`src/rtl/uart_rx_fifo.sv`:
```
`default_nettype none
// ============================================================================
// Module  : uart_rx_fifo
// Desc    : Oversampling serial receiver feeding a first-word-fall-through FIFO.
//           Define UART_RX_PARITY_EN to build the parity state and checker.
// Rev     : 1.0  initial release
// ============================================================================
module uart_rx_fifo #(
    parameter int CLK_DIV    = 106,
    parameter int DATA_BITS  = 8,
    parameter int PARITY     = 0,
    parameter int FIFO_DEPTH = 16
) (
    input  logic                             clk,
    input  logic                             reset,
    input  logic                             ser_rx,
    output logic [DATA_BITS-1:0]             rx_data,
    output logic                             rx_valid,
    input  logic                             rx_ready,
    output logic [$clog2(FIFO_DEPTH+1)-1:0]  fifo_level,
    output logic                             frame_err,
    output logic                             parity_err,
    output logic                             overrun
);
    localparam int c_PTR_W = $clog2(FIFO_DEPTH);
    localparam int c_LVL_W = c_PTR_W + 1;
    localparam int c_BIT_W = $clog2(DATA_BITS + 1);
    localparam logic [15:0]        c_HALF     = 16'(CLK_DIV >> 1);
    localparam logic [15:0]        c_FULL     = 16'(CLK_DIV);
    localparam logic [c_BIT_W-1:0] c_LAST_BIT = c_BIT_W'(DATA_BITS - 1);
    localparam logic [c_LVL_W-1:0] c_DEPTH    = c_LVL_W'(FIFO_DEPTH);

    localparam logic [2:0] c_IDLE      = 3'd0;
    localparam logic [2:0] c_START     = 3'd1;
    localparam logic [2:0] c_DATA      = 3'd2;
    localparam logic [2:0] c_PAR       = 3'd3;
    localparam logic [2:0] c_STOP      = 3'd4;
    localparam logic [2:0] c_WAIT_HIGH = 3'd5;

    logic                 r_sync1, r_rx_s, r_rx_prev;
    logic [2:0]           r_state;
    logic [15:0]          r_cnt;
    logic [c_BIT_W-1:0]   r_bits;
    logic [DATA_BITS-1:0] r_shreg;
    logic                 r_frame_err, r_overrun;
    logic [DATA_BITS-1:0] r_mem [FIFO_DEPTH];
    logic [c_PTR_W-1:0]   r_wr_ptr, r_rd_ptr;
    logic [c_LVL_W-1:0]   r_level;
    logic                 w_tick, w_fall, w_stop_tick, w_good;
    logic                 w_pop, w_full, w_push, w_par_bad;

    assign w_tick      = (r_cnt == 16'd1);
    assign w_fall      = r_rx_prev && !r_rx_s;
    assign w_stop_tick = (r_state == c_STOP) && w_tick;

`ifdef UART_RX_PARITY_EN
    localparam bit c_PAR_ON = (PARITY == 1) || (PARITY == 2);

    logic r_par_bad, r_parity_err, w_par_exp;

    // Expected parity bit: even -> XOR of data, odd -> XNOR of data.
    assign w_par_exp = (PARITY == 2) ? ^r_shreg : ~^r_shreg;

    always_ff @(posedge clk) begin
        if (reset) begin
            r_par_bad    <= 1'b0;
            r_parity_err <= 1'b0;
        end else begin
            r_parity_err <= w_stop_tick && r_rx_s && r_par_bad;
            if (r_state == c_IDLE)
                r_par_bad <= 1'b0;
            else if (r_state == c_PAR && w_tick)
                r_par_bad <= (r_rx_s != w_par_exp);
        end
    end

    assign w_par_bad  = r_par_bad;
    assign parity_err = r_parity_err;
`else
    // Checker not built: PARITY has no effect on the frame format.
    localparam bit c_PAR_ON = 1'b0 && (PARITY != 0);

    assign w_par_bad  = 1'b0;
    assign parity_err = 1'b0;
`endif

    always_ff @(posedge clk) begin
        if (reset) begin
            r_sync1   <= 1'b1;
            r_rx_s    <= 1'b1;
            r_rx_prev <= 1'b1;
            r_state   <= c_IDLE;
            r_cnt     <= c_HALF;
            r_bits    <= '0;
            r_shreg   <= '0;
        end else begin
            r_sync1   <= ser_rx;
            r_rx_s    <= r_sync1;
            r_rx_prev <= r_rx_s;
            // Idle preloads the half-bit delay so the start sample lands mid-bit.
            if (r_state == c_IDLE)
                r_cnt <= c_HALF;
            else if (w_tick)
                r_cnt <= c_FULL;
            else
                r_cnt <= r_cnt - 16'd1;
            case (r_state)
                c_IDLE:  if (w_fall) r_state <= c_START;
                c_START: if (w_tick) begin
                    r_bits  <= '0;
                    r_state <= r_rx_s ? c_IDLE : c_DATA;
                end
                c_DATA: if (w_tick) begin
                    r_shreg <= {r_rx_s, r_shreg[DATA_BITS-1:1]};
                    r_bits  <= r_bits + 1'b1;
                    if (r_bits == c_LAST_BIT)
                        r_state <= c_PAR_ON ? c_PAR : c_STOP;
                end
                c_PAR:       if (w_tick) r_state <= c_STOP;
                c_STOP:      if (w_tick) r_state <= r_rx_s ? c_IDLE : c_WAIT_HIGH;
                c_WAIT_HIGH: if (r_rx_s) r_state <= c_IDLE;
                default:     r_state <= c_IDLE;
            endcase
        end
    end

    // A pop in the stop-sample cycle frees a slot, so a full FIFO still accepts.
    assign w_good = w_stop_tick && r_rx_s && !w_par_bad;
    assign w_pop  = rx_valid && rx_ready;
    assign w_full = (r_level == c_DEPTH);
    assign w_push = w_good && (!w_full || w_pop);

    always_ff @(posedge clk) begin
        if (reset) begin
            r_frame_err <= 1'b0;
            r_overrun   <= 1'b0;
            r_wr_ptr    <= '0;
            r_rd_ptr    <= '0;
            r_level     <= '0;
        end else begin
            r_frame_err <= w_stop_tick && !r_rx_s;
            r_overrun   <= w_good && w_full && !w_pop;
            if (w_push) r_wr_ptr <= r_wr_ptr + 1'b1;
            if (w_pop)  r_rd_ptr <= r_rd_ptr + 1'b1;
            if (w_push && !w_pop)
                r_level <= r_level + 1'b1;
            else if (!w_push && w_pop)
                r_level <= r_level - 1'b1;
        end
    end

    always_ff @(posedge clk) begin
        if (w_push) r_mem[r_wr_ptr] <= r_shreg;
    end

    assign rx_valid   = (r_level != '0);
    assign rx_data    = rx_valid ? r_mem[r_rd_ptr] : '0;
    assign fifo_level = r_level;
    assign frame_err  = r_frame_err;
    assign overrun    = r_overrun;

endmodule
`default_nettype wire
```
`config.mk`:
```
export PLATFORM = sky130hd
export DESIGN_NAME = uart_rx_fifo
export DESIGN_NICKNAME = d
export VERILOG_FILES = /design/src/rtl/uart_rx_fifo.sv
export SDC_FILE = /design/constraint.sdc
export NUM_CORES = 1
export LEC_CHECK = 0
export BUFFER_PORTS_ARGS = -buffer_cell sky130_fd_sc_hd__buf_2
export CORE_UTILIZATION = 32
export CTS_CLUSTER_SIZE = 28
export DETAILED_ROUTE_END_ITERATION = 16
export HOLD_SLACK_MARGIN = 0.1
export PLACE_DENSITY = 0.47
export SYNTH_ARGS = -nofsm -noshare
export SYNTH_HDL_FRONTEND = slang
export SYNTH_SLANG_ARGS = --single-unit
```
`constraint.sdc`:
```
create_clock -name clk -period 4.46 [get_ports clk]
set_input_delay 0 -clock clk [delete_from_list [all_inputs] [get_ports clk]]
set_output_delay 0 -clock clk [all_outputs]
set_load 0.03 [all_outputs]
```
# Yosys cells after proc, flatten, opt, wreduce, memory -nomap -nowiden

Memory sizes are Yosys's and may differ from the RTL's. A register that Yosys moved wholly into a read port is not among the register bits.
Cells that the tools add are included.
Widths: inputs -> output; s select.

Memories: 1
Memory bits (writable): 128
Bits in registers: 49
Word-level logic and storage cells: 80

$add $sub $neg: 6
Reductions and logical operators: 24
Eq/ne operators: 15
Mux-type cells: 21

Memory list:

| memory | words | width | read ports | clocked after memory_dff | write ports | line | text |
|---|---|---|---|---|---|---|---|
| r_mem  | 16    | 8     | 1          | 1                        | 1           | 46   | `logic [DATA_BITS-1:0] r_mem [FIFO_DEPTH];` |

Operators with widths:

| cell                  | number |
|---|---|
| $mux 3                | 8 |
| $pmux 3 s6            | 1 |
| $eq 16x1->1 const B   | 1 |
| $mux 4                | 4 |
| $sub 16x1->16 const B | 1 |
| $ne 2x2->1 const B    | 7 |
| $add 4x1->4 const B   | 3 |
| $logic_and 1x1->1     | 10 |
| $mux 5                | 2 |
| $mux 8                | 1 |
| $pmux 4 s2            | 1 |
| $mux 7                | 1 |
| $reduce_and 7->1      | 1 |
| $eq 3x2->1 const B    | 2 |
| $eq 3x3->1 const B    | 2 |
| $add 5x1->5 const B   | 1 |
| $eq 5x5->1 const B    | 1 |
| $reduce_bool 5->1     | 1 |
| $sub 5x1->5 const B   | 1 |
| $eq 4x3->1 const B    | 1 |
| $logic_not 1->1       | 4 |
| $reduce_bool 2->1     | 2 |
| $eq 3x1->1 const B    | 1 |
| $logic_not 3->1       | 1 |
| other kinds (7)       | 8 |

# Depth between registers and ports, before layout

Gate-level depths: netlist of run 1.

Depth after elaboration: 8
Depth in mapped cells: 13

# Least setup slack after synthesis of run 1

Ideal clock, no wire load.

Path type: register -> register
Start point: register r_level[0], in the netlist fifo_level[0]
End point: register r_level[4], in the netlist fifo_level[4]
Arrival time: 3.104 ns
Data required time: 4.339 ns
Period minus slack after synthesis: 3.224 ns
Buffers on the path: 1
Cell stages (with the launch flop): 12
Path slack: 1.236 ns
Cells stage by stage: dfxtp_1 -> or4_1 -> nor3b_2 -> nor3_1 -> buf_2 -> ha_1 -> inv_1 -> ha_1 -> a21o_1 -> a21oi_1 -> mux2i_1 -> mux2_2

Word-level cells in the longest chain between the ends: 7
Elaborated cells on any way between the ends: 15
Classes of those cells: add/sub: 2; eq/ne: 1; mux: 2; reduce/logical: 10

Ends and longest elaborated chain:

| element                                              | line     | text |
|---|---|---|
| start, declared                                      | 48       | `logic [c_LVL_W-1:0] r_level;` |
| start signal, assigned                               | 146      | `r_level <= r_level + 1'b1;` |
| start signal, assigned                               | 148      | `r_level <= r_level - 1'b1;` |
| $eq 5x5->1 or $reduce_bool 5->1 (tied branches)      | 130, 156 |  |
| $logic_not 1->1 or $logic_and 1x1->1 (tied branches) | 131, 129 |  |
| $logic_or 1x1->1 (*)                                 | 131      | `assign w_push = w_good && (!w_full \|\| w_pop);` |
| $logic_and 1x1->1 (*)                                | 131      |  |
| named net w_push                                     | 50       | `logic w_pop, w_full, w_push, w_par_bad;` |
| $logic_not 1->1                                      | 147      | `else if (!w_push && w_pop)` |
| $logic_and 1x1->1                                    | 147      |  |
| $reduce_bool 2->1 (no source line)                   | -        |  |

Mark *: on every way through the listed nets, which the timed path passes. The rest lies on a longest branch. The select of a mux whose other input is x is not followed.
A chain may end at the register's enable or synchronous reset.

# Final worst setup path of run 1

Start point: register r_cnt[0]
End point: register r_level[4], in the netlist fifo_level[4]

Word-level cells in the longest chain between the ends: 7
Elaborated cells on any way between the ends: 9
Classes of those cells: eq/ne: 1; mux: 1; reduce/logical: 7

Ends and longest elaborated chain:

| element                            | line | text |
|---|---|---|
| start, declared                    | 42   | `logic [15:0] r_cnt;` |
| start signal, assigned             | 93   | `r_cnt <= c_HALF;` |
| start signal, assigned             | 102  | `r_cnt <= c_HALF;` |
| start signal, assigned             | 104  | `r_cnt <= c_FULL;` |
| $eq 16x1->1 (*)                    | 52   | `assign w_tick = (r_cnt == 16'd1);` |
| $logic_and 1x1->1 (*)              | 54   | `assign w_stop_tick = (r_state == c_STOP) && w_tick;` |
| $logic_and 1x1->1 (*)              | 128  | `assign w_good = w_stop_tick && r_rx_s && !w_par_bad;` |
| $logic_and 1x1->1 (*)              | 131  |  |
| $logic_not 1->1                    | 147  |  |
| $logic_and 1x1->1                  | 147  |  |
| $reduce_bool 2->1 (no source line) | -    |  |

Mark *: on every way between the ends. The rest lies on a longest branch, timed or not.

==> summary.txt, run 1 <==
Floorplanning
  • Core box area: 22,800 µm²
  • Die X: between 150 and 200 µm
  • Die area: between 20,000 and 25,000 µm²
  • Row Count: 55
  • Initial Utilization: between 30% and 40%
  • Ports: 21
  • Die height: 155 µm

Run
  • Total of max-cap violations: 0

Global route
  • Initial antenna violation count: 0
  • First-pass GRT wire length: 25,200 µm
  • GRT Overall Usage: between 10 and 15%
  • Largest net degree at the start of global routing: between 40 and 50
  • Congestion Overflow GR: 0
  • Vias in the first global route: around 4,500

Drt
  • WL/cell: 18.4 µm
  • Post-DRT Antenna Nets: 0
  • DRC viols: 0
  • DR vias: ~4,200
  • Vias per cell: 5.03
  • WL final: 15,400 µm
  • Drt first pass iters: 4
  • Initial DRC count: 210

STA
  • RSZ-0062 raised after global routing: no
  • Sum Neg Setup Slack: 0 ns
  • Worst Tran Pin Value: about 0.92 ns
  • Setup violators final: 0
  • Worst slew margin: between 30% and 40%
  • Clk_skew: about 0.011 ns
  • Final min period: approximately 3.4 ns
  • Final hold viol count: 0
  • Crit share post-route: around three quarters
  • Slew Limit Fails: 0
  • Peak Freq: just under 300 MHz

Worst setup path
  • Top delay family on crit path: simple AND/OR/NAND/NOR gates
  • Worst r2r path cells: 12
  • RR Endpoint: fifo_level[4]
  • Cell mode on critical path: ha_1
  • Crit-path cells: ha_1 -> nor4b_1 -> nand4_1 -> nor3_1 -> buf_4 -> ha_1 -> inv_1 -> fa_1 -> a21o_1 -> a21oi_1 -> mux2i_1 -> mux2_2
  • CP Launch Type: register
  • Buffers & Inverters on Critical Path: 2
  • Largest stage delay, worst path: roughly 0.42 ns
  • Slowest library cell on the worst path: fa_1
  • Crit end category: register
  • Flop2flop setup slack: ~1.1 ns
  • Worst EP required: between 4 and 5 ns
  • Critical Path Fanout Max: 13
  • Worst r2r src: r_cnt[0]
  • Worst EP arrival: roughly 3.7 ns
  • Worst setup path category: register to register

Place
  • DP Area: 7970 µm²
  • Placed cell count: 805
  • DPL Wire Length: between 9000 and 10,000 µm
  • Placer's final routability congestion estimate: about 0.79
  • Port bufs: 19

CTS
  • CTS Buf Count: 17
  • CTS Buffer Depth: 2
  • CTS Root Cell: clkbuf_16
  • CTS tree: done
  • Maximum level of the CTS H-tree: 4
  • Clk Latency, worst-skew pair: between 0.4 and 0.5 ns
  • Clock slew at reported path FFs: 0.07 ns
  • CTS resizes: 0
  • # clock sinks: 181

Cells and area
  • Multi-input gate area: 2510 µm²
  • FF/Latch Area: 4910 µm²
  • Filler cells: ~2,200
  • Most frequent cells in the layout: edfxtp_1, dfxtp_1, mux4_2
  • Final std cells w/o fill: 839
  • Nets: 531
  • Most common cell after layout, fill and taps aside: edfxtp_1
  • Share of cells above drive strength 1: 21.1%
  • Final Util: 37.4%
  • Post-route cell area: around 8600 µm²
  • Antenna diode count: 0
  • Syn-to-layout area delta: 13.6%

Logic synthesis
  • EDFF count, synth: around 130
  • Asr flop ratio synth: 0%
  • Ys flop type: edfxtp_1
  • Mapped Nets: roughly 500
  • Sequential-to-total area share from yosys stat: around 65%
  • Synth Area per Inst: approximately 15 µm²
  • Post-synthesis cell count: 494
  • Synth cell types: 53
  • Synth Cell Area: 7530 µm²
  • Warnings, synthesis: 0
  • Synthesis-stage register bit count: 181

Min path
  • HP Start: ser_rx
  • Worst hold path class: primary input to register
  • Hold Path End: r_sync1
  • Hold path depth: 3

Power
  • Worst vdd ir: 239 µV
  • Pleak: ~2.7 nW
  • PD cells: around 480 nW/µm²

Outcome
  • Status: completed
## worst max path at each step
stage,start,endpoint,cells after the start
2_1_floorplan,fifo_level[0],fifo_level[4],11
3_3_place_gp,fifo_level[0],fifo_level[4],11
3_5_place_dp,r_cnt[0],fifo_level[4],12
4_1_cts,r_cnt[0],fifo_level[4],12
5_1_grt,r_cnt[0],fifo_level[4],12
6_report,r_cnt[0],fifo_level[4],12
## area by class of cell
type / instances / area share, %
Multi-Input combinational cell: 281 / 29.4
Timing Repair Buffer: 28 / 1.99
Inverter: 5 / 0.219
Tap cell: 313 / 4.58
Sequential cell: 181 / 57.4
Clock buffer: 19 / 5.06
Clock inverter: 12 / 1.43
## synthesized netlist by cell type, types with 8 or more instances
master | instances | area share (%)
a21oi_1 | 22 | 1.5
clkbuf_1 | 20 | 1.0
dfxtp_1 | 53 | 14
edfxtp_1 | 128 | 51
ha_1 | 12 | 2.0
mux2i_1 | 21 | 2.8
mux4_2 | 32 | 9.6
nand2_1 | 10 | 0.50
nand2b_1 | 8 | 0.67
nand3_1 | 14 | 0.93
nand4_1 | 8 | 0.67
nor2_1 | 25 | 1.2
nor3_1 | 9 | 0.60
o21ai_0 | 16 | 1.1
o22ai_1 | 8 | 0.67
xor2_1 | 10 | 1.2
## power by group
group,internal [W],switching (W)
sequential,0.00181,0.0000689
clock,0.000777,0.000652
combinational,0.000334,0.000454
total,0.00292,0.00117
## repair_timing
action | CTS | global route
endpoints found under the hold margin | 9 | 0
hold buffers | 3 | 0
buffers inserted | 0 | 0
## per-stage QoR
stage | setup slack (ns) | hold slack (ns) | total power, W
6_report | 1.05 | 0.293 | 0.00409
5_1_grt | 0.737 | 0.281 | 0.00428
4_1_cts | 1.03 | 0.272 | 0.00414
3_5_place_dp | 1.06 | 0.187 | 0.00272
3_3_place_gp | 1.18 | 0.187 | 0.00271
2_1_floorplan | 1.24 | 0.104 | 0.00250
## worst min-delay path: stages
cell	delay, ns
dlygate4sd3_1	0.52
buf_2	0.09
or2_2	0.08
## routing by layer
| metal | vias up | wire length, µm | global-route usage (%) |
|---|---|---|---|
| li1 | 1979 | - | - |
| met3 | 21 | 513 | 2.81 |
| met4 | 0 | 291 | 5.70 |
| met5 | - | 0 | 0 |
| met2 | 83 | 7150 | 21.9 |
| met1 | 2141 | 7490 | 19.0 |
## sequential cells by signal, summed over array words and instances, names as in the netlist, named ones only
name and flops:
r_mem 128, r_cnt 16, r_shreg 8, fifo_level 5
r_bits 4, r_rd_ptr 4, r_wr_ptr 4, r_state 3
frame_err 1, overrun 1, r_rx_prev 1, r_rx_s 1
r_sync1 1
## cells by family after synthesis
family | count (synthesis) | synth area share, %
other | 1 | 0.0498
AOI/OAI and AO/OA | 63 | 5.02
xor gates and xnor gates | 16 | 1.86
and+or+nand+nor | 132 | 11.1
buffers and inverters | 32 | 1.73
DFF | 181 | 65.2
muxes | 56 | 12.8
adders and majority gates | 13 | 2.26
No activity file was read; power rests on OpenSTA's default activity.
==> inputs of run 2 (changes only) <==
- clock period: 4.46 -> 3.4 ns (I/O delays scaled with it)
==> run 2 against run 1 <==
Effect of this change:
- routed wire length grew 1.7%
- sequential share of layout area shrank 0.71 points
- final cell count grew 1.4%
- die area is the same
- worst hold slack lost 0.19 ns
- maximum frequency grew 6.7%
==> summary.txt, run 2 (synthesized netlist as in run 1, its figures left out) <==
Drt
  • Drt first pass iters: 4 (unchanged)
  • Post-DRT Antenna Nets: 0 (unchanged)
  • Vias per cell: 4.97 (-1.4%)
  • Initial DRC count: 288 (+37%)
  • DR vias: 4,226 (+0.047%)
  • WL final: 15,700 µm (+1.7%)
  • WL/cell: 18.5 µm (+0.31%)
  • DRC viols: 0 (unchanged)

Global route
  • GRT Overall Usage: 13.8% (-0.20 points)
  • Vias in the first global route: 4,362 (-2.0%)
  • Largest net degree at the start of global routing: 42 (unchanged)
  • First-pass GRT wire length: 24,600 µm (-2.5%)
  • Initial antenna violation count: 0 (unchanged)
  • Congestion Overflow GR: 0 (unchanged)

STA
  • Final min period: 3.19 ns (-0.213 ns)
  • Sum Neg Setup Slack: 0 ns (unchanged)
  • Setup violators final: 0 (unchanged)
  • Final hold slack: 0.0978 ns (-0.195 ns)
  • Worst slew margin: 52.2% (+14 points)
  • Worst Tran Pin Value: 0.716 ns (-0.207 ns)
  • Final hold viol count: 0 (unchanged)
  • Slew Limit Fails: 0 (unchanged)
  • RSZ-0062 raised after global routing: no
  • Peak Freq: 313 MHz (+6.7%)
  • Fin worst setup slack: 0.207 ns (-0.847 ns)
  • Clk_skew: 0.0138 ns (+0.00281 ns)
  • Crit share post-route: 93.9% (+18 points)

Power
  • Total chip power: 0.00551 W (+35%)
  • Worst vdd ir: 341 µV (+43%)
  • PD cells: 636 nW/µm² (+33%)
  • Pleak: 2.80 nW (+3.2%)

Worst setup path
  • Worst setup path category: register to register
  • Worst EP arrival: 3.52 ns (-0.21 ns)
  • Critical Path Fanout Max: 6 (-7)
  • CP Launch Type: register
  • Crit end category: register
  • Worst r2r src: fifo_level[0]
  • CP startpoint: fifo_level[0]
  • Flop2flop setup slack: 0.21 ns (-0.85 ns)
  • Worst r2r path cells: 10 (-2)
  • Worst EP required: 3.72 ns (-1.06 ns)
  • RR Endpoint: fifo_level[4]

Min path
  • Hold Path End: fifo_level[0]
  • Hold path depth: 2 (-1)
  • Worst hold path class: primary input to register
  • HP Start: reset

CTS
  • Maximum level of the CTS H-tree: 4 (unchanged)
  • CTS Buf Count: 17 (unchanged)
  • Clk Latency, worst-skew pair: 0.43 ns (about the same)
  • Clock slew at reported path FFs: 0.07 ns (about the same)
  • # clock sinks: 181 (unchanged)
  • CTS Root Cell: clkbuf_16
  • CTS tree: done
  • CTS Buffer Depth: 2 (unchanged)

Place
  • Placer's final routability congestion estimate: 0.769 (-2.3%)
  • Worst slack, placed: 0.141 ns (-0.916 ns)
  • Port bufs: 19 (unchanged)
  • DPL Wire Length: 10,200 µm (+3.1%)

Floorplanning
  • Core box area: 22,800 µm² (unchanged)
  • Ports: 21 (unchanged)
  • Die area: 24,100 µm² (unchanged)
  • Die X: 155 µm (unchanged)
  • Initial Utilization: 32.9% (unchanged)
  • Die height: 155 µm (unchanged)
  • Row Count: 55 (unchanged)

Cells and area
  • Syn-to-layout area delta: 15.1%
  • Antenna diode count: 0 (unchanged)
  • Largest Register: r_mem
  • Biggest regs: r_mem: 128 flops, r_cnt: 16 flops, r_shreg: 8 flops
  • Most frequent cells in the layout: edfxtp_1, dfxtp_1, mux4_2
  • Final Util: 37.9% (+0.47 points)
  • Max FFs per register: 128 (unchanged)
  • Most common cell after layout, fill and taps aside: edfxtp_1
  • Nets: 542 (+2.1%)
  • Share of cells above drive strength 1: 22.3% (+1.2 points)

Run
  • Total of max-cap violations: 0 (unchanged)

Outcome
  • Status: completed
run 2: layout make-up:
type | instances | area (µm²)
well taps | 313 | 392
repair buffers | 39 | 250
inverters | 5 | 18.8
clock inverters | 15 | 166
multi-input cells | 281 | 2500
clock buffers | 17 | 425
flip-flops and latches | 181 | 4910
fillers | 2202 | 14200
run 2: how the worst max path moves through the flow:
stage / to / slack [ns] / cells after the start
finish: fifo_level[4] / 0.21 / 10
global route: fifo_level[4] / 0.05 / 10
CTS: fifo_level[4] / 0.12 / 11
detailed placement: fifo_level[4] / 0.14 / 10
global placement: fifo_level[4] / 0.26 / 10
floorplan: fifo_level[4] / 0.18 / 11
run 2: repair_timing:
item	CTS	global route
setup endpoints to repair	0	1
gates resized for setup	0	2
endpoints found under the hold margin	8	0
hold buffers	2	0
buffers inserted	0	0
run 2: per-stage QoR:
stage	instance area [µm²]	std cells
finish	8660	851
global route	8660	851
CTS	8650	851
detailed placement	8040	817
global placement	8040	817
floorplan	7530	494
run 2: power by group:
part           internal [W]  switching, W
combinational      0.000455      0.000616
clock               0.00110      0.000885
sequential          0.00237     0.0000823
run 2: worst max-delay path, cell delays in order, from the launching register on:
cell     delay, ns
dfxtp_1       0.37
or4_1         0.68
nor3b_4       0.31
nor3_2        0.10
ha_1          0.22
inv_1         0.16
ha_1          0.30
a21o_1        0.19
a21oi_1       0.18
mux2i_1       0.23
mux2_2        0.34
run 2: routing by layer:
layer,track usage (%),routed length (µm),share of wire [%],up-vias
met2,21.8,7290,46,64
met3,2.98,424,2.7,18
met5,0,0,0,-
met1,18.8,7770,49,2148
li1,-,-,-,1996
met4,4.53,238,1.5,0
==> inputs of run 3 (changes only) <==
- CELL_PAD_IN_SITES_DETAIL_PLACEMENT: not set -> 0
- CELL_PAD_IN_SITES_GLOBAL_PLACEMENT: not set -> 1
- PLACE_DENSITY: 0.47 -> not set
- PLACE_DENSITY_LB_ADDON: not set -> 0.1
==> run 3 against run 2 <==
Effect of this change:
- sequential share of layout area decreased by 0.37 points
- non-clock buffer count unchanged
- largest power group unchanged
- register-to-register slack better by 0.11 ns
- sequential cell count stayed put
- combinational power hardly changed
- worst hold slack better by 0.021 ns
- total power increased by 1.9%
- first-iteration DRC count decreased by 22%
- largest cell class unchanged
- critical endpoint unchanged
- clock-buffer cell count rose by 1
- design area increased by 0.66%
==> summary.txt, run 3 (synthesized netlist as in run 1, its figures left out) <==
Drt
  • Vias per cell: 4.96 (-0.21%)
  • Drt first pass iters: 4 (unchanged)
  • DRC viols: 0 (unchanged)
  • WL/cell: 19.4 µm (+4.9%)
  • Post-DRT Antenna Nets: 0 (unchanged)
  • Initial DRC count: 226 (-22%)
  • DR vias: 4,217 (-0.21%)
  • WL final: 16,500 µm (+4.9%)

Cells and area
  • FF/Latch Area: 4910 µm² (unchanged)
  • Final std cells w/o fill: 851 (unchanged)
  • Most frequent cells in the layout: edfxtp_1, dfxtp_1, mux4_2
  • Nets: 542 (unchanged)
  • Share of cells above drive strength 1: 23.0% (+0.74 points)
  • Syn-to-layout area delta: 15.8%
  • Most common cell after layout, fill and taps aside: edfxtp_1
  • Largest Register: r_mem
  • Post-route cell area: 8720 µm² (+0.66%)
  • Max FFs per register: 128 (unchanged)
  • Antenna diode count: 0 (unchanged)
  • Multi-input gate area: 2510 µm² (+0.40%)
  • Biggest regs: r_mem: 128 flops, r_cnt: 16 flops, r_shreg: 8 flops
  • Filler cells: 2,202 (unchanged)

Power
  • Seq pwr share: 43.6% (-0.9 points)
  • Total chip power: 0.00562 W (+1.9%)
  • PD cells: 644 nW/µm² (+1.2%)
  • Worst vdd ir: 330 µV (-3.1%)
  • Sw frac: 27.4% (-1.3 points)
  • Sw Pwr: 0.00154 W (-2.8%)
  • Power share of the clock group: 37.1% (+1.0 points)
  • Pleak: 2.82 nW (+0.53%)
  • Combinational power share: 19.3% (about the same)
  • P_int: 0.00408 W (+3.8%)

Outcome
  • Status: completed

STA
  • Sum Neg Setup Slack: 0 ns (unchanged)
  • Final hold viol count: 0 (unchanged)
  • Peak Freq: 324 MHz (+3.4%)
  • Worst Tran Pin Value: 0.918 ns (+0.202 ns)
  • Worst slew margin: 38.7% (-14 points)
  • RSZ-0062 raised after global routing: no
  • Setup violators final: 0 (unchanged)
  • Crit share post-route: 90.8% (-3.1 points)
  • Final min period: 3.09 ns (-0.105 ns)
  • Slew Limit Fails: 0 (unchanged)
  • Clk_skew: 0.0124 ns (-0.00138 ns)

Worst setup path
  • Flop2flop setup slack: 0.31 ns (+0.11 ns)
  • Worst EP arrival: 3.42 ns (-0.10 ns)
  • Worst r2r path cells: 10 (unchanged)
  • Worst r2r src: fifo_level[0]
  • Worst EP required: 3.73 ns (about the same)
  • CP Launch Type: register
  • Crit end category: register
  • Worst setup path category: register to register
  • RR Endpoint: fifo_level[4]
  • Critical Path Fanout Max: 6 (unchanged)

Floorplanning
  • Initial Utilization: 32.9% (unchanged)
  • Die height: 155 µm (unchanged)
  • Core box area: 22,800 µm² (unchanged)
  • Die area: 24,100 µm² (unchanged)
  • Die X: 155 µm (unchanged)
  • Row Count: 55 (unchanged)
  • Ports: 21 (unchanged)

CTS
  • CTS Buf Count: 17 (unchanged)
  • CTS Root Cell: clkbuf_16
  • Maximum level of the CTS H-tree: 4 (unchanged)
  • Clk Latency, worst-skew pair: 0.43 ns (about the same)
  • CTS Buffer Depth: 2 (unchanged)
  • # clock sinks: 181 (unchanged)
  • CTS tree: done
  • Clock slew at reported path FFs: 0.07 ns (about the same)

Place
  • DPL Wire Length: 10,400 µm (+2.4%)
  • Port bufs: 19 (unchanged)
  • DP Area: 8050 µm² (+0.16%)
  • Placer's final routability congestion estimate: 0.766 (-0.40%)
  • Placed cell count: 817 (unchanged)

Min path
  • Hold path depth: 2 (unchanged)
  • Worst hold path class: primary input to register
  • HP Start: reset
  • Hold Path End: fifo_level[1]

Global route
  • Congestion Overflow GR: 0 (unchanged)
  • Initial antenna violation count: 0 (unchanged)
  • GRT Overall Usage: 14.7% (+0.88 points)
  • First-pass GRT wire length: 25,600 µm (+4.0%)
  • Vias in the first global route: 4,289 (-1.7%)
  • Largest net degree at the start of global routing: 42 (unchanged)

Run
  • Total of max-cap violations: 0 (unchanged)
==> run 3: cell types whose count changed in the layout (fill, tap and decap cells not counted), sizes merged <==
cell,before,now
bufinv,2,4
clkinv,6,3
inv,12,9
clkinvlp,0,3
clkbuf,17,18
==> run 3: area by class of cell <==
class / count / area share (%)
flip-flops and latches: 181 / 56.3
multi-input cells: 281 / 28.8
clock buffers: 18 / 4.92
well taps: 313 / 4.49
repair buffers: 39 / 3.01
clock inverters: 14 / 2.27
inverters: 5 / 0.215
==> run 3: through the flow <==
step	setup slack, ns	hold slack, ns	util, %
2_1_floorplan	0.176	0.104	-
3_3_place_gp	0.229	0.186	35.2
3_5_place_dp	0.113	0.187	35.2
4_1_cts	0.109	0.122	38.1
5_1_grt	0.0928	0.144	38.2
6_report	0.312	0.118	38.2
==> run 3: worst max-delay path: stages (launching register included) <==
cell and delay, ns:
dfxtp_1 0.37, or4_4 0.61, nor3b_4 0.29, nor3_2 0.10
ha_1 0.22, inv_1 0.16, ha_1 0.30, a21o_1 0.19
a21oi_1 0.18, mux2i_1 0.22, mux2_2 0.34
==> run 3: repair_timing <==
item / CTS / global route
gates resized for setup: 0 / 4
hold endpoints to repair: 8 / 0
endpoints found under the setup margin: 0 / 1
setup buffers: 0 / 0
hold buffers: 2 / 0
==> run 3: worst max-delay path by stage <==
stage | from | to | depth (start not counted)
floorplan | fifo_level[0] | fifo_level[4] | 11
CTS | fifo_level[0] | fifo_level[4] | 10
global route | fifo_level[0] | fifo_level[4] | 10
detailed placement | fifo_level[0] | fifo_level[4] | 10
global placement | r_cnt[0] | fifo_level[4] | 11
finish | fifo_level[0] | fifo_level[4] | 10
==> run 3: power by group through the flow <==
stage / Sequential, W / Combinational, W / Clock [W]
6_report: 0.00245 / 0.00108 / 0.00208
5_1_grt: 0.00246 / 0.00118 / 0.00222
4_1_cts: 0.00245 / 0.00110 / 0.00214
3_5_place_dp: 0.00250 / 0.00109 / 0
3_3_place_gp: 0.00250 / 0.00109 / 0
2_1_floorplan: 0.00250 / 0.000787 / 0
==> run 3: layer usage <==
metal | wire (µm) | global-route usage [%] | vias up
li1 | - | - | 2006
met1 | 7870 | 19.5 | 2144
met2 | 8060 | 23.9 | 52
met3 | 362 | 2.84 | 15
met4 | 195 | 5.09 | 0
met5 | 0 | 0 | -
